$ cat src/rtl/decode_queue.sv
// Decode queue: circular FIFO of decoded instruction pairs between the
// 2-wide decoder and the scheduler. The oldest pair is presented show-ahead.
// A registered ack confirms each accepted pop, and a flush empties the queue.

package decode_queue_pkg;

  // One decoded instruction. Only .valid has meaning to the queue itself.
  typedef struct packed {
    logic        valid;
    logic [7:0]  op;
    logic [15:0] tag;
  } decode_t;

endpackage

module decode_queue
  import decode_queue_pkg::*;
#(
  parameter int DEPTH = 8
) (
  input  logic                     i_clk,
  input  logic                     i_rstn,
  input  logic                     i_flush,
  input  logic                     i_dec_dque_valid,
  input  decode_t                  i_dec_decode_0,
  input  decode_t                  i_dec_decode_1,
  output logic                     o_dque_dec_ready,
  input  logic                     i_sch_dque_request,
  output logic                     o_dque_sch_ready,
  output logic                     o_dque_sch_ack,
  output decode_t                  o_dque_sch_decode_0,
  output decode_t                  o_dque_sch_decode_1,
  output logic [$clog2(DEPTH):0]   o_dque_count
);

  localparam int AW = $clog2(DEPTH);
  localparam int CW = AW + 1;
  localparam logic [CW-1:0] FULL_COUNT = CW'(DEPTH);

  logic [AW-1:0] wr_ptr_q, wr_ptr_d;
  logic [AW-1:0] rd_ptr_q, rd_ptr_d;
  logic [CW-1:0] count_q, count_d;
  logic          ack_q, ack_d;

  // Older and younger instruction of each slot kept in parallel arrays.
  decode_t mem0_q [DEPTH];
  decode_t mem1_q [DEPTH];

  logic push;
  logic pop;
  logic not_full;
  logic not_empty;

  // Handshake qualification; ready flags depend on stored state only.
  always_comb begin
    not_full  = (count_q != FULL_COUNT);
    not_empty = (count_q != '0);
    // A pair with neither instruction valid is dropped without using a slot.
    push = i_dec_dque_valid & not_full
         & (i_dec_decode_0.valid | i_dec_decode_1.valid) & ~i_flush;
    pop  = i_sch_dque_request & not_empty & ~i_flush;
  end

  // Next-state for pointers, occupancy and ack; flush wins over push/pop.
  always_comb begin
    wr_ptr_d = wr_ptr_q;
    rd_ptr_d = rd_ptr_q;
    count_d  = count_q;
    ack_d    = pop;
    if (i_flush) begin
      wr_ptr_d = '0;
      rd_ptr_d = '0;
      count_d  = '0;
      ack_d    = 1'b0;
    end else begin
      // Pointers wrap naturally because DEPTH is a power of two.
      if (push) wr_ptr_d = wr_ptr_q + AW'(1);
      if (pop)  rd_ptr_d = rd_ptr_q + AW'(1);
      unique case ({push, pop})
        2'b10:   count_d = count_q + CW'(1);
        2'b01:   count_d = count_q - CW'(1);
        default: count_d = count_q;
      endcase
    end
  end

  // Control state register with asynchronous active-low reset.
  always_ff @(posedge i_clk or negedge i_rstn) begin
    if (!i_rstn) begin
      wr_ptr_q <= '0;
      rd_ptr_q <= '0;
      count_q  <= '0;
      ack_q    <= 1'b0;
    end else begin
      wr_ptr_q <= wr_ptr_d;
      rd_ptr_q <= rd_ptr_d;
      count_q  <= count_d;
      ack_q    <= ack_d;
    end
  end

  // Pair storage; contents are not reset, only the pointers qualify them.
  always_ff @(posedge i_clk) begin
    if (push) begin
      mem0_q[wr_ptr_q] <= i_dec_decode_0;
      mem1_q[wr_ptr_q] <= i_dec_decode_1;
    end
  end

  // Show-ahead head read; valid bits masked while the queue is empty.
  always_comb begin
    o_dque_sch_decode_0 = mem0_q[rd_ptr_q];
    o_dque_sch_decode_1 = mem1_q[rd_ptr_q];
    if (!not_empty) begin
      o_dque_sch_decode_0.valid = 1'b0;
      o_dque_sch_decode_1.valid = 1'b0;
    end
  end

  assign o_dque_dec_ready = not_full;
  assign o_dque_sch_ready = not_empty;
  assign o_dque_sch_ack   = ack_q;
  assign o_dque_count     = count_q;

endmodule

$ cat config.mk
export PLATFORM = sky130hd
export DESIGN_NAME = decode_queue
export DESIGN_NICKNAME = d
export VERILOG_FILES = /design/src/rtl/decode_queue.sv
export SDC_FILE = /design/constraint.sdc
export NUM_CORES = 1
export LEC_CHECK = 0
export BUFFER_PORTS_ARGS = -buffer_cell sky130_fd_sc_hd__buf_2
export CORE_MARGIN = 5
export CORE_UTILIZATION = 55
export DETAILED_ROUTE_END_ITERATION = 12
export GPL_ROUTABILITY_DRIVEN = 0
export PLACE_DENSITY_LB_ADDON = 0.1
export SLEW_MARGIN = 25
export SYNTH_ARGS = -nofsm -noshare
export SYNTH_HDL_FRONTEND = slang
export SYNTH_SLANG_ARGS = --single-unit
$ cat constraint.sdc
create_clock -name i_clk -period 10.78 [get_ports i_clk]
set_clock_uncertainty 0.2 [all_clocks]
set_input_delay 1.617 -clock i_clk [delete_from_list [all_inputs] [get_ports i_clk]]
set_output_delay 1.617 -clock i_clk [all_outputs]
set_load 0.03 [all_outputs]
==> out/qor.yml, run 1 <==
run_status:
  status: "complete, no violations"
clock_network:
  cts_buffer_depth: 3
  cts_setup_buffers: 0
  cts.clk_slew.worst_paths_ps: 50
  cts_made_buffers: 42
  cts_resized: 0
  holdBufCountCts: 0
  cts_tree: "yes"
  clock-root-buffer: "clkbuf_16"
  cts.sinks: 411
  clock_latency_ps: 510
  cts_max_level: 2
timing:
  max_slew.worst_pin.slew_ps: 861
  layout_setup_ws_ps: 5610
  fin_tns_setup_ps: 0
  worst_hold_slack_ps: 474
  period_needed_ps: 5170
  slew_viol_final: 0
  fin_crit_sh_pct: 48.0
  relSlewSlack_pct: 42.6
  rsz0062_at_grt: "false"
  setup_violations: 0
  fmax_mhz: 193
  finalHoldViolations: 0
cells_and_area:
  fin_util_pct: 63.9
  drive_gt1_share_pct: 42.4
  n_antenna_cell: 0
  nFillCells: 1952
  stdcell_count: 1216
  synthToLayoutAreaGrowth_pct: 15.5
  nets: 862
global_route:
  top_usage_layer: "met2"
  grt_use_met1_pct: 25.5
  antenna_found_initial: 1
  grtUsageMet3_pct: 3.46
  overflow: 0
  grt_util_all_layers_pct: 18.5
  grt_pass1_vias: 7589
  grt.met2_usage_pct: 31.3
  grt_max_degree: 79
  grt_first_pass_wirelength_um: 44200
yosys:
  ys_ff_latch: 411
  synthFlopType: "edfxtp_1"
  syn_area_um2: 15700
  ys_async_sr_fraction_pct: 2.68
  yosysWarningCount: 0
  synth_edf_count: 400
  syn_inst: 663
  synth.yosys.seq_area_share_pct: 78.1
  syn_nets: 722
  ys_types: 41
  syn_area_per_cell_um2: 23.7
floorplanning:
  io_pins: 112
  die_h_um: 179
  core-area_um2: 28500
  chipWidth_um: 179
  fp.dieArea_um2: 32100
  core.rowCount: 62
  initial_core_util_pct: 55.3
pwr:
  leakage_nw: 5.81
  peakVddDrop_uv: 172
  powerDensity_nw_per_um2: 226
drt:
  firstDrtPassIters: 4
  drtAntennaViolNets: 0
  vias: 7086
  drt-total-wl_um: 28800
  drtIter0Drc: 443
  wl_per_cell_um: 23.7
  vias_per_cell: 5.83
  drc_errors: 0
placement:
  hpwlAfterDp_um: 15400
  portBuffers: 111
  dp_slack_ps: 5920
  place_inst: 1142
setup_path:
  worst-endpoint-arrival_ps: 3360
  worstPathMaxFanout: 55
  critical_path_class: "reg2out"
  startpoint_type: "flip-flop"
  critPathCaptureType: "output port"
  cp.required_ps: 8960
hold_path:
  hold_path.class: "reg2reg"
flow_run:
  drv_cap: 0
-- metal layers --
metal,vias up,wire [um]
met5,-,13
met4,2,469
met3,44,1290
met2,161,14700
met1,3779,12300
li1,3100,-
-- final timing paths --
kind	from	slack, ps	endpoint	depth (start not counted)
max in group asynchronous	i_rstn	9380	rd_ptr_q[1]	1
worst min register to register	wr_ptr_q[0]	470	wr_ptr_q[0]	2
min in group asynchronous	i_rstn	760	o_dque_count[0]	1
worst max register to register	o_dque_count[1]	7520	mem1_q[5][4]	5
worst min-delay path	wr_ptr_q[0]	470	wr_ptr_q[0]	2
worst max-delay path	rd_ptr_q[0]	5610	o_dque_sch_decode_0[13]	5
-- sequential cells by signal, indices dropped and copies added (netlist names) --
register,cells
o_dque_sch_ack,1
mem1_q,200
wr_ptr_q,3
mem0_q,200
rd_ptr_q,3
o_dque_count,4
-- per-stage QoR --
stage / cell area [um^2] / power, mW
6_report: 18200 / 4.11
2_1_floorplan: 15700 / 2.55
5_1_grt: 18200 / 4.28
3_3_place_gp: 16800 / 2.74
4_1_cts: 18200 / 4.16
3_5_place_dp: 16800 / 2.76
-- Yosys cell counts, types with 2 or more instances --
master	count	area, um^2
buf_2	12	60.1
o21ai_0	3	15.0
a21oi_1	4	20.0
dfrtp_1	11	275
nor2_1	11	41.3
mux2_2	48	541
nand2_1	9	33.8
nor2b_1	3	18.8
nor4_1	3	18.8
clkbuf_1	7	26.3
edfxtp_1	400	12000
xnor2_1	2	17.5
buf_1	10	37.5
ha_1	4	50.1
xor2_1	3	26.3
mux2i_1	2	20.0
mux4_2	100	2250
nand3_1	4	20.0
nor3_1	5	25.0
-- layout by cell type (no fill, tap or decap), types with 2 or more instances in the layout --
master	n
a21oi_1	4
buf_2	111
buf_4	12
buf_6	2
bufinv_16	5
clkbuf_1	5
clkbuf_16	43
clkinv_1	10
clkinv_2	9
dfrtp_1	8
dfrtp_4	2
edfxtp_1	400
ha_1	4
mux2_2	48
mux2i_1	2
mux4_2	100
nand2_1	9
nand3_1	4
nor2_1	9
nor2_4	2
nor2b_1	3
nor3_1	2
nor3_4	4
nor4_2	2
o21ai_0	3
xnor2_1	2
xor2_1	3
-- power breakdown --
part | total (mW) | switching (mW) | internal (mW)
Sequential | 1.85 | 0.0535 | 1.79
Clock | 1.39 | 0.550 | 0.843
Combinational | 0.865 | 0.467 | 0.398
-- logic make-up after synthesis --
family          synth area share (%)
flops                           78.1
mux                             18.0
simple gates                    1.52
buf+inv                        0.907
compound gates                 0.907
xor+xnor                       0.278
fa+ha+maj                      0.318
-- worst max-delay path: stages (launching register included) --
cell	delay, ps
dfrtp_4	710
buf_12	290
buf_6	660
mux4_2	590
mux2_2	300
buf_2	180
-- area by class of cell --
| cell class | instances | area (um^2) | area share (%) |
|---|---|---|---|
| Sequential cell | 411 | 12300 | 67.6 |
| Multi-Input combinational cell | 220 | 3370 | 18.5 |
| Clock buffer | 48 | 1090 | 6.02 |
| Timing Repair Buffer | 126 | 688 | 3.79 |
| Tap cell | 384 | 480 | 2.64 |
| Clock inverter | 25 | 241 | 1.33 |
| Inverter | 2 | 7.51 | 0.0413 |
(Power assumes the default switching activity.)
==> inputs of run 2 (changes only) <==
--- a/config.mk
+++ b/config.mk
@@ -5,9 +5,10 @@
 export SDC_FILE = /design/constraint.sdc
 export NUM_CORES = 1
 export LEC_CHECK = 0
+export ABC_AREA = 1
 export BUFFER_PORTS_ARGS = -buffer_cell sky130_fd_sc_hd__buf_2
 export CORE_MARGIN = 5
-export CORE_UTILIZATION = 55
+export CORE_UTILIZATION = 54
 export DETAILED_ROUTE_END_ITERATION = 12
 export GPL_ROUTABILITY_DRIVEN = 0
 export PLACE_DENSITY_LB_ADDON = 0.1
==> constraint.sdc (replaced) <==
create_clock -name i_clk -period 4.7 [get_ports i_clk]
set_clock_uncertainty 0.2 [all_clocks]
set_input_delay 0.705 -clock i_clk [delete_from_list [all_inputs] [get_ports i_clk]]
set_output_delay 0.705 -clock i_clk [all_outputs]
set_load 0.03 [all_outputs]
==> run 2 against run 1 <==
Against the previous run:
- clock power is 130% higher
- setup slack worse by 4900 ps
- sequential power is 130% higher
- hold slack worse by 230 ps
- total power is 140% higher
- register-to-register slack worse by 5600 ps
- combinational power grew to 3.0 times the previous value
- clock-buffer cell count is 9 higher
==> out/qor.yml, run 2 <==
timing:
  max_slew.worst_pin.slew_ps: 904  # was 861 ps
  fin_crit_sh_pct: 84.7
  rsz0062_at_grt: "false"  # unchanged
  period_needed_ps: 3980
  fin_tns_setup_ps: 0  # unchanged
  relSlewSlack_pct: 39.7  # was 42.6%
  layout_setup_ws_ps: 718  # was 5610 ps
  slew_viol_final: 0  # unchanged
  finalHoldViolations: 0  # unchanged
  fmax_mhz: 251
  setup_violations: 0  # unchanged
yosys:
  ys_async_sr_fraction_pct: 2.68  # unchanged
  synth_edf_count: 400  # unchanged
  syn_area_per_cell_um2: 13.1  # was 23.7 um^2
  syn_area_um2: 16200  # was 15700 um^2
  synth_top_cell_area_share_pct: 74.3  # was 76.3%
  syn_inst: 1229  # was 663
  synth.yosys.seq_area_share_pct: 76.0  # was 78.1%
  ys_ff_latch: 411  # unchanged
  synth.area.top_cells: "edfxtp_1, nor2_1, o21ai_0"  # was edfxtp_1, mux4_2, mux2_2
  synth_top_area_cell: "edfxtp_1"  # unchanged
  synthFlopType: "edfxtp_1"  # unchanged
  ys_types: 26  # was 41
  synth_common_cells: "edfxtp_1, nor2_1, o21ai_0"  # was edfxtp_1, mux4_2, mux2_2
  synth.most_common_cell: "edfxtp_1"  # unchanged
  yosysWarningCount: 0  # unchanged
  syn_nets: 1288  # was 722
drt:
  drc_errors: 0  # unchanged
  drtIter0Drc: 617  # was 443
  drt-total-wl_um: 34400  # was 28800 um
  firstDrtPassIters: 5  # was 4
  vias_per_cell: 5.59  # was 5.83
  drtAntennaViolNets: 0  # unchanged
  wl_per_cell_um: 19.6  # was 23.7 um
  vias: 9814  # was 7086
floorplanning:
  initial_core_util_pct: 54.7  # was 55.3%
  chipWidth_um: 183  # was 179 um
  core.rowCount: 63  # was 62
  core-area_um2: 29600  # was 28500 um^2
  die_h_um: 183  # was 179 um
  fp.dieArea_um2: 33500  # was 32100 um^2
  io_pins: 112  # unchanged
clock_network:
  clock_latency_ps: 520  # was 510 ps
  cts_buffer_depth: 3  # unchanged
  cts_tree: "yes"  # unchanged
  cts.sinks: 411  # unchanged
  cts_resized: 0  # unchanged
  clock-root-buffer: "clkbuf_16"  # unchanged
  cts_made_buffers: 42  # unchanged
  cts_max_level: 2  # unchanged
  cts.clk_slew.worst_paths_ps: 60  # was 50 ps
  cts_setup_buffers: 0  # unchanged
flow_run:
  drv_cap: 0  # unchanged
cells_and_area:
  drive_gt1_share_pct: 16.1  # was 42.4%
  final_common_cell: "edfxtp_1"  # unchanged
  multi_input_area_um2: 3410  # was 3370 um^2
  final_cell_mix: "edfxtp_1, nor2_1, o21ai_0, buf_2"  # was edfxtp_1, buf_2, mux4_2, mux2_2, clkbuf_16
  synthToLayoutAreaGrowth_pct: 13.9  # was 15.5%
  ff_latch_area_um2: 12300  # about the same
  nets: 1390  # was 862
  nFillCells: 2281  # was 1952
pwr:
  peakVddDrop_uv: 379  # was 172 uV
  powerDensity_nw_per_um2: 544  # was 226 nW/um^2
  leakage_nw: 6.31  # was 5.81 nW
global_route:
  grt_pass1_vias: 9702  # was 7589
  grt_first_pass_wirelength_um: 53900  # was 44200 um
  overflow: 0  # unchanged
  grt_max_degree: 108  # was 79
  grt_util_all_layers_pct: 20.4  # was 18.5%
  antenna_found_initial: 3  # was 1
setup_path:
  cp.required_ps: 3800  # was 8960 ps
  startpoint_type: "flip-flop"  # unchanged
  critPathCaptureType: "output port"  # unchanged
  worst-endpoint-arrival_ps: 3080  # was 3360 ps
  cp_slowest_cell: "dfrtp_4"  # unchanged
  worstPathMaxFanout: 61  # was 55
  cp_cell_sequence: "buf_4 > o21ai_0 > o22ai_1 > nor2_1 > a31oi_1 > buf_2"  # was buf_12 > buf_6 > mux4_2 > mux2_2 > buf_2
  critical_path_class: "reg2out"  # unchanged
  crit_path_max_incr_delay_ps: 820  # was 710 ps
placement:
  dp_slack_ps: 1280  # was 5920 ps
  hpwlAfterDp_um: 17600  # was 15400 um
  portBuffers: 111  # unchanged
run_status:
  status: "complete, no violations"  # unchanged
hold_path:
  hold_path.class: "in2reg"  # was reg2reg
[run 2: cell types whose count changed in the layout (fill, tap and decap cells not counted), sizes merged, moves of 49 or more]
cell   previous run  this run
a31oi             1        50
mux2             49         0
mux4            100         0
nor2             11       363
o21ai             3       212
o22ai             0        50
[run 2: worst max-delay path, delay by kind of cell, from the launching register on]
family / cells / cell delay [ps]
AOI/OAI and AO/OA: 3 / 710
buffers and inverters: 2 / 910
DFF: 1 / 820
and+or+nand+nor: 1 / 60
[run 2: kinds of logic after synthesis]
logic type	share of synthesized area, %
flops	76.0
simple gates	9.87
compound gates	10.5
buf+inv	3.22
fa+ha+maj	0.310
xor+xnor	0.0542
[run 2: routing by layer]
metal  GRT usage, %  part of all wire, %  vias to the layer above
li1               -                    -                     4691
met1           27.5                   44                     4826
met2           35.1                   49                      239
met3           3.33                  5.2                       56
met4           5.01                  1.9                        2
met5              0                0.038                        -
[run 2: worst paths after layout]
check,cells past startpoint,to,startpoint,slack [ps]
worst max-delay path,6,o_dque_sch_decode_1[10],rd_ptr_q[0],720
worst min-delay path,1,mem0_q[0][13],i_dec_decode_0[13],250
worst max register to register,7,mem0_q[5][7],o_dque_count[0],1940
worst min register to register,2,o_dque_count[3],o_dque_count[3],380
max in group asynchronous,2,rd_ptr_q[1],i_rstn,3650
min in group asynchronous,2,rd_ptr_q[0],i_rstn,390
[run 2: timing repair]
| action | in CTS | in global routing |
|---|---|---|
| endpoints found under the hold margin | 11 | 0 |
| hold buffers | 1 | 0 |
| setup endpoints to repair | 0 | 0 |
[run 2: through the flow]
| step | utilization (%) | area [um^2] | cells | hold slack, ps | total power, mW |
|---|---|---|---|---|---|
| final | 62.3 | 18400 | 1757 | 245 | 10.0 |
| after global routing | 62.3 | 18400 | 1756 | 236 | 10.5 |
| after CTS | 62.2 | 18400 | 1754 | 227 | 10.1 |
| after detailed placement | 57.7 | 17100 | 1676 | 363 | 6.89 |
| after global placement | 57.7 | 17100 | 1676 | 357 | 6.86 |
| after floorplan | - | 16200 | 1229 | 209 | 6.25 |
[run 2: area by class of cell]
class / count / share of cell area (%)
tap: 390 / 2.65
clock buffer: 57 / 6.19
timing repair buffer: 135 / 4.28
sequential: 411 / 66.8
inverter: 19 / 0.428
clock inverter: 20 / 1.08
antenna: 3 / 0.0408
multi-input combinational: 722 / 18.5
[run 2: power by group]
part	switching (mW)	leakage [nW]	internal [mW]
combinational	1.84	1.91	0.729
clock	1.30	0.654	1.92
sequential	0.105	3.75	4.12
==> inputs of run 3 (changes only) <==
--- a/config.mk
+++ b/config.mk
@@ -5,7 +5,7 @@
 export SDC_FILE = /design/constraint.sdc
 export NUM_CORES = 1
 export LEC_CHECK = 0
-export ABC_AREA = 1
+export ABC_AREA = 0
 export BUFFER_PORTS_ARGS = -buffer_cell sky130_fd_sc_hd__buf_2
 export CORE_MARGIN = 5
 export CORE_UTILIZATION = 54
==> constraint.sdc (replaced) <==
create_clock -name i_clk -period 3.3 [get_ports i_clk]
set_clock_uncertainty 0.2 [all_clocks]
set_input_delay 0.495 -clock i_clk [delete_from_list [all_inputs] [get_ports i_clk]]
set_output_delay 0.495 -clock i_clk [all_outputs]
set_load 0.03 [all_outputs]
==> run 3 against run 2 <==
Against the previous run:
- total power rose by 38%
- global-route usage fell by 1.9 points
- largest power group unchanged
- critical path type unchanged
- combinational power rose by 24%
- via count fell by 26%
- cell area rose by 1.2%
- largest cell class unchanged
- critical path depth fell by 1
- utilization rose by 2.6 points
- sequential share of layout area fell by 0.78 points
- wire length fell by 12%
- highest routed layer unchanged
- sequential power rose by 41%
- non-clock buffer count rose by 19
- flip-flop and latch count did not move
- critical endpoint is now o_dque_sch_decode_0[4]
==> out/qor.yml, run 3 (synthesized netlist as in run 1, its figures left out) <==
timing:
  relSlewSlack_pct: 59.0  # was 39.7%
  fin_tns_setup_ps: 0  # unchanged
  setup_violations: 0  # unchanged
  max_slew.worst_pin.slew_ps: 609  # was 904 ps
  layout_setup_ws_ps: 253  # was 718 ps
  finalHoldViolations: 0  # unchanged
  fin_crit_sh_pct: 92.3
  rsz0062_at_grt: "false"  # unchanged
  period_needed_ps: 3050
  fmax_mhz: 328
  slew_viol_final: 0  # unchanged
  worst_hold_slack_ps: 22.0  # was 245 ps
pwr:
  p_sw_mw: 3.67  # was 3.25 mW
  p_int_mw: 10.2  # was 6.77 mW
  swShare_pct: 26.5  # was 32.5%
  leakage_nw: 6.00  # was 6.31 nW
  finalPower_mw: 13.8  # was 10.0 mW
  p_seq_share_pct: 43.2  # was 42.1%
  clkPwrFrac_pct: 33.9  # was 32.2%
  peakVddDrop_uv: 522  # was 379 uV
  power_frac_comb_pct: 23.0  # was 25.7%
  powerDensity_nw_per_um2: 742  # was 544 nW/um^2
setup_path:
  worstPathMaxFanout: 18  # was 61
  cp_cell_sequence: "buf_12 > buf_12 > mux4_2 > mux2_2 > buf_2"  # was buf_4 > o21ai_0 > o22ai_1 > nor2_1 > a31oi_1 > buf_2
  cp.required_ps: 2600  # was 3800 ps
  critical_path_class: "reg2out"  # unchanged
  cp_slowest_cell: "mux4_2"  # was dfrtp_4
  crit_buf_inv: 3  # was 2
  critPathCaptureType: "output port"  # unchanged
  crit_top_cell: "buf_12"
  r2r_setup_slack_ps: 400  # was 1940 ps
  startpoint_type: "flip-flop"  # unchanged
  crit_path_max_incr_delay_ps: 520  # was 820 ps
  worst-endpoint-arrival_ps: 2350  # was 3080 ps
  path_delay_family: "multiplexers"  # was buffers and inverters
run_status:
  status: "complete, no violations"  # unchanged
clock_network:
  cts_made_buffers: 43  # was 42
  cts.clk_slew.worst_paths_ps: 60  # about the same
  cts_max_level: 2  # unchanged
  cts_tree: "yes"  # unchanged
  cts_buffer_depth: 3  # unchanged
  cts_resized: 0  # unchanged
  clock-root-buffer: "clkbuf_16"  # unchanged
  cts.sinks: 411  # unchanged
  clock_latency_ps: 540  # was 520 ps
drt:
  vias: 7237  # was 9814
  drtIter0Drc: 369  # was 617
  firstDrtPassIters: 6  # was 5
  drt-total-wl_um: 30200  # was 34400 um
  vias_per_cell: 5.80  # was 5.59
  wl_per_cell_um: 24.2  # was 19.6 um
  drc_errors: 0  # unchanged
  drtAntennaViolNets: 0  # unchanged
floorplanning:
  chipWidth_um: 181  # was 183 um
  io_pins: 112  # unchanged
  initial_core_util_pct: 54.8  # was 54.7%
  fp.dieArea_um2: 32600  # was 33500 um^2
  die_h_um: 181  # was 183 um
  core.rowCount: 62  # was 63
  core-area_um2: 28700  # was 29600 um^2
cells_and_area:
  nets: 891  # was 1390
  synthToLayoutAreaGrowth_pct: 18.4  # was 13.9%
  drive_gt1_share_pct: 44.6  # was 16.1%
  stdcell_count: 1248  # was 1757
  fin_util_pct: 64.9  # was 62.3%
  final_cell_mix: "edfxtp_1, buf_2, mux4_2, mux2_2, clkbuf_16"  # was edfxtp_1, nor2_1, o21ai_0, buf_2
  fin_area_um2: 18600  # was 18400 um^2
  final_common_cell: "edfxtp_1"  # unchanged
  nFillCells: 1926  # was 2281
  n_antenna_cell: 0  # was 3
hold_path:
  hold_path.class: "in2reg"  # unchanged
placement:
  hpwlAfterDp_um: 16800  # was 17600 um
  dp_slack_ps: 415  # was 1280 ps
  place_inst: 1155  # was 1676
  placed_cell_area_um2: 17100  # about the same
  portBuffers: 111  # unchanged
global_route:
  grt_util_all_layers_pct: 18.4  # was 20.4%
  grt_first_pass_wirelength_um: 45700  # was 53900 um
  overflow: 0  # unchanged
  grt_pass1_vias: 7834  # was 9702
  grt_max_degree: 53  # was 108
  antenna_found_initial: 2  # was 3
flow_run:
  drv_cap: 0  # unchanged
run 3: area by class of cell:
class / instances / area, um^2 / share of cell area (%)
tap: 384 / 480 / 2.58
timing repair buffer: 154 / 1040 / 5.59
inverter: 2 / 7.51 / 0.0403
clock buffer: 53 / 1140 / 6.14
clock inverter: 24 / 245 / 1.32
sequential: 411 / 12300 / 66.0
multi-input combinational: 220 / 3410 / 18.3
run 3: metal layers:
metal,GRT usage (%),vias to the layer above,part of all wire [%]
li1,-,3172,-
met5,0,-,0.076
met2,32.1,176,52
met4,4.66,4,2.0
met1,24.5,3827,41
met3,3.30,58,4.3
run 3: worst register-to-register path, cell delays in order, from the launching register on:
cell	delay, ps
dfrtp_2	480
nor4b_4	470
inv_2	140
nand2_4	180
and2_1	190
ha_1	290
a31o_2	280
a31oi_1	170
a22oi_2	80
mux2_4	300
run 3: power by group through the flow:
| stage | clock network (mW) | registers, mW | logic, mW |
|---|---|---|---|
| after floorplan | 0 | 6.07 | 2.27 |
| after global placement | 0 | 6.12 | 2.98 |
| after detailed placement | 0 | 6.14 | 3.03 |
| after CTS | 4.80 | 6.01 | 3.10 |
| after global routing | 5.01 | 5.98 | 3.40 |
| final | 4.68 | 5.97 | 3.18 |
run 3: worst paths after layout:
| kind | startpoint | to | cells past startpoint |
|---|---|---|---|
| hold reg to reg | o_dque_count[2] | o_dque_count[2] | 2 |
| setup / recovery | rd_ptr_q[0] | o_dque_sch_decode_0[4] | 5 |
| setup reg to reg | o_dque_count[2] | o_dque_count[3] | 9 |
| max in group asynchronous | i_rstn | rd_ptr_q[1] | 2 |
| hold / removal | i_dec_decode_0[8] | mem0_q[1][8] | 1 |
| min in group asynchronous | i_rstn | o_dque_count[1] | 2 |
run 3: what timing repair did:
item / CTS / global route
endpoints found under the setup margin: 7 / 1
buffers inserted: 1 / 8
hold buffers: 7 / 0
hold endpoints to repair: 38 / 0
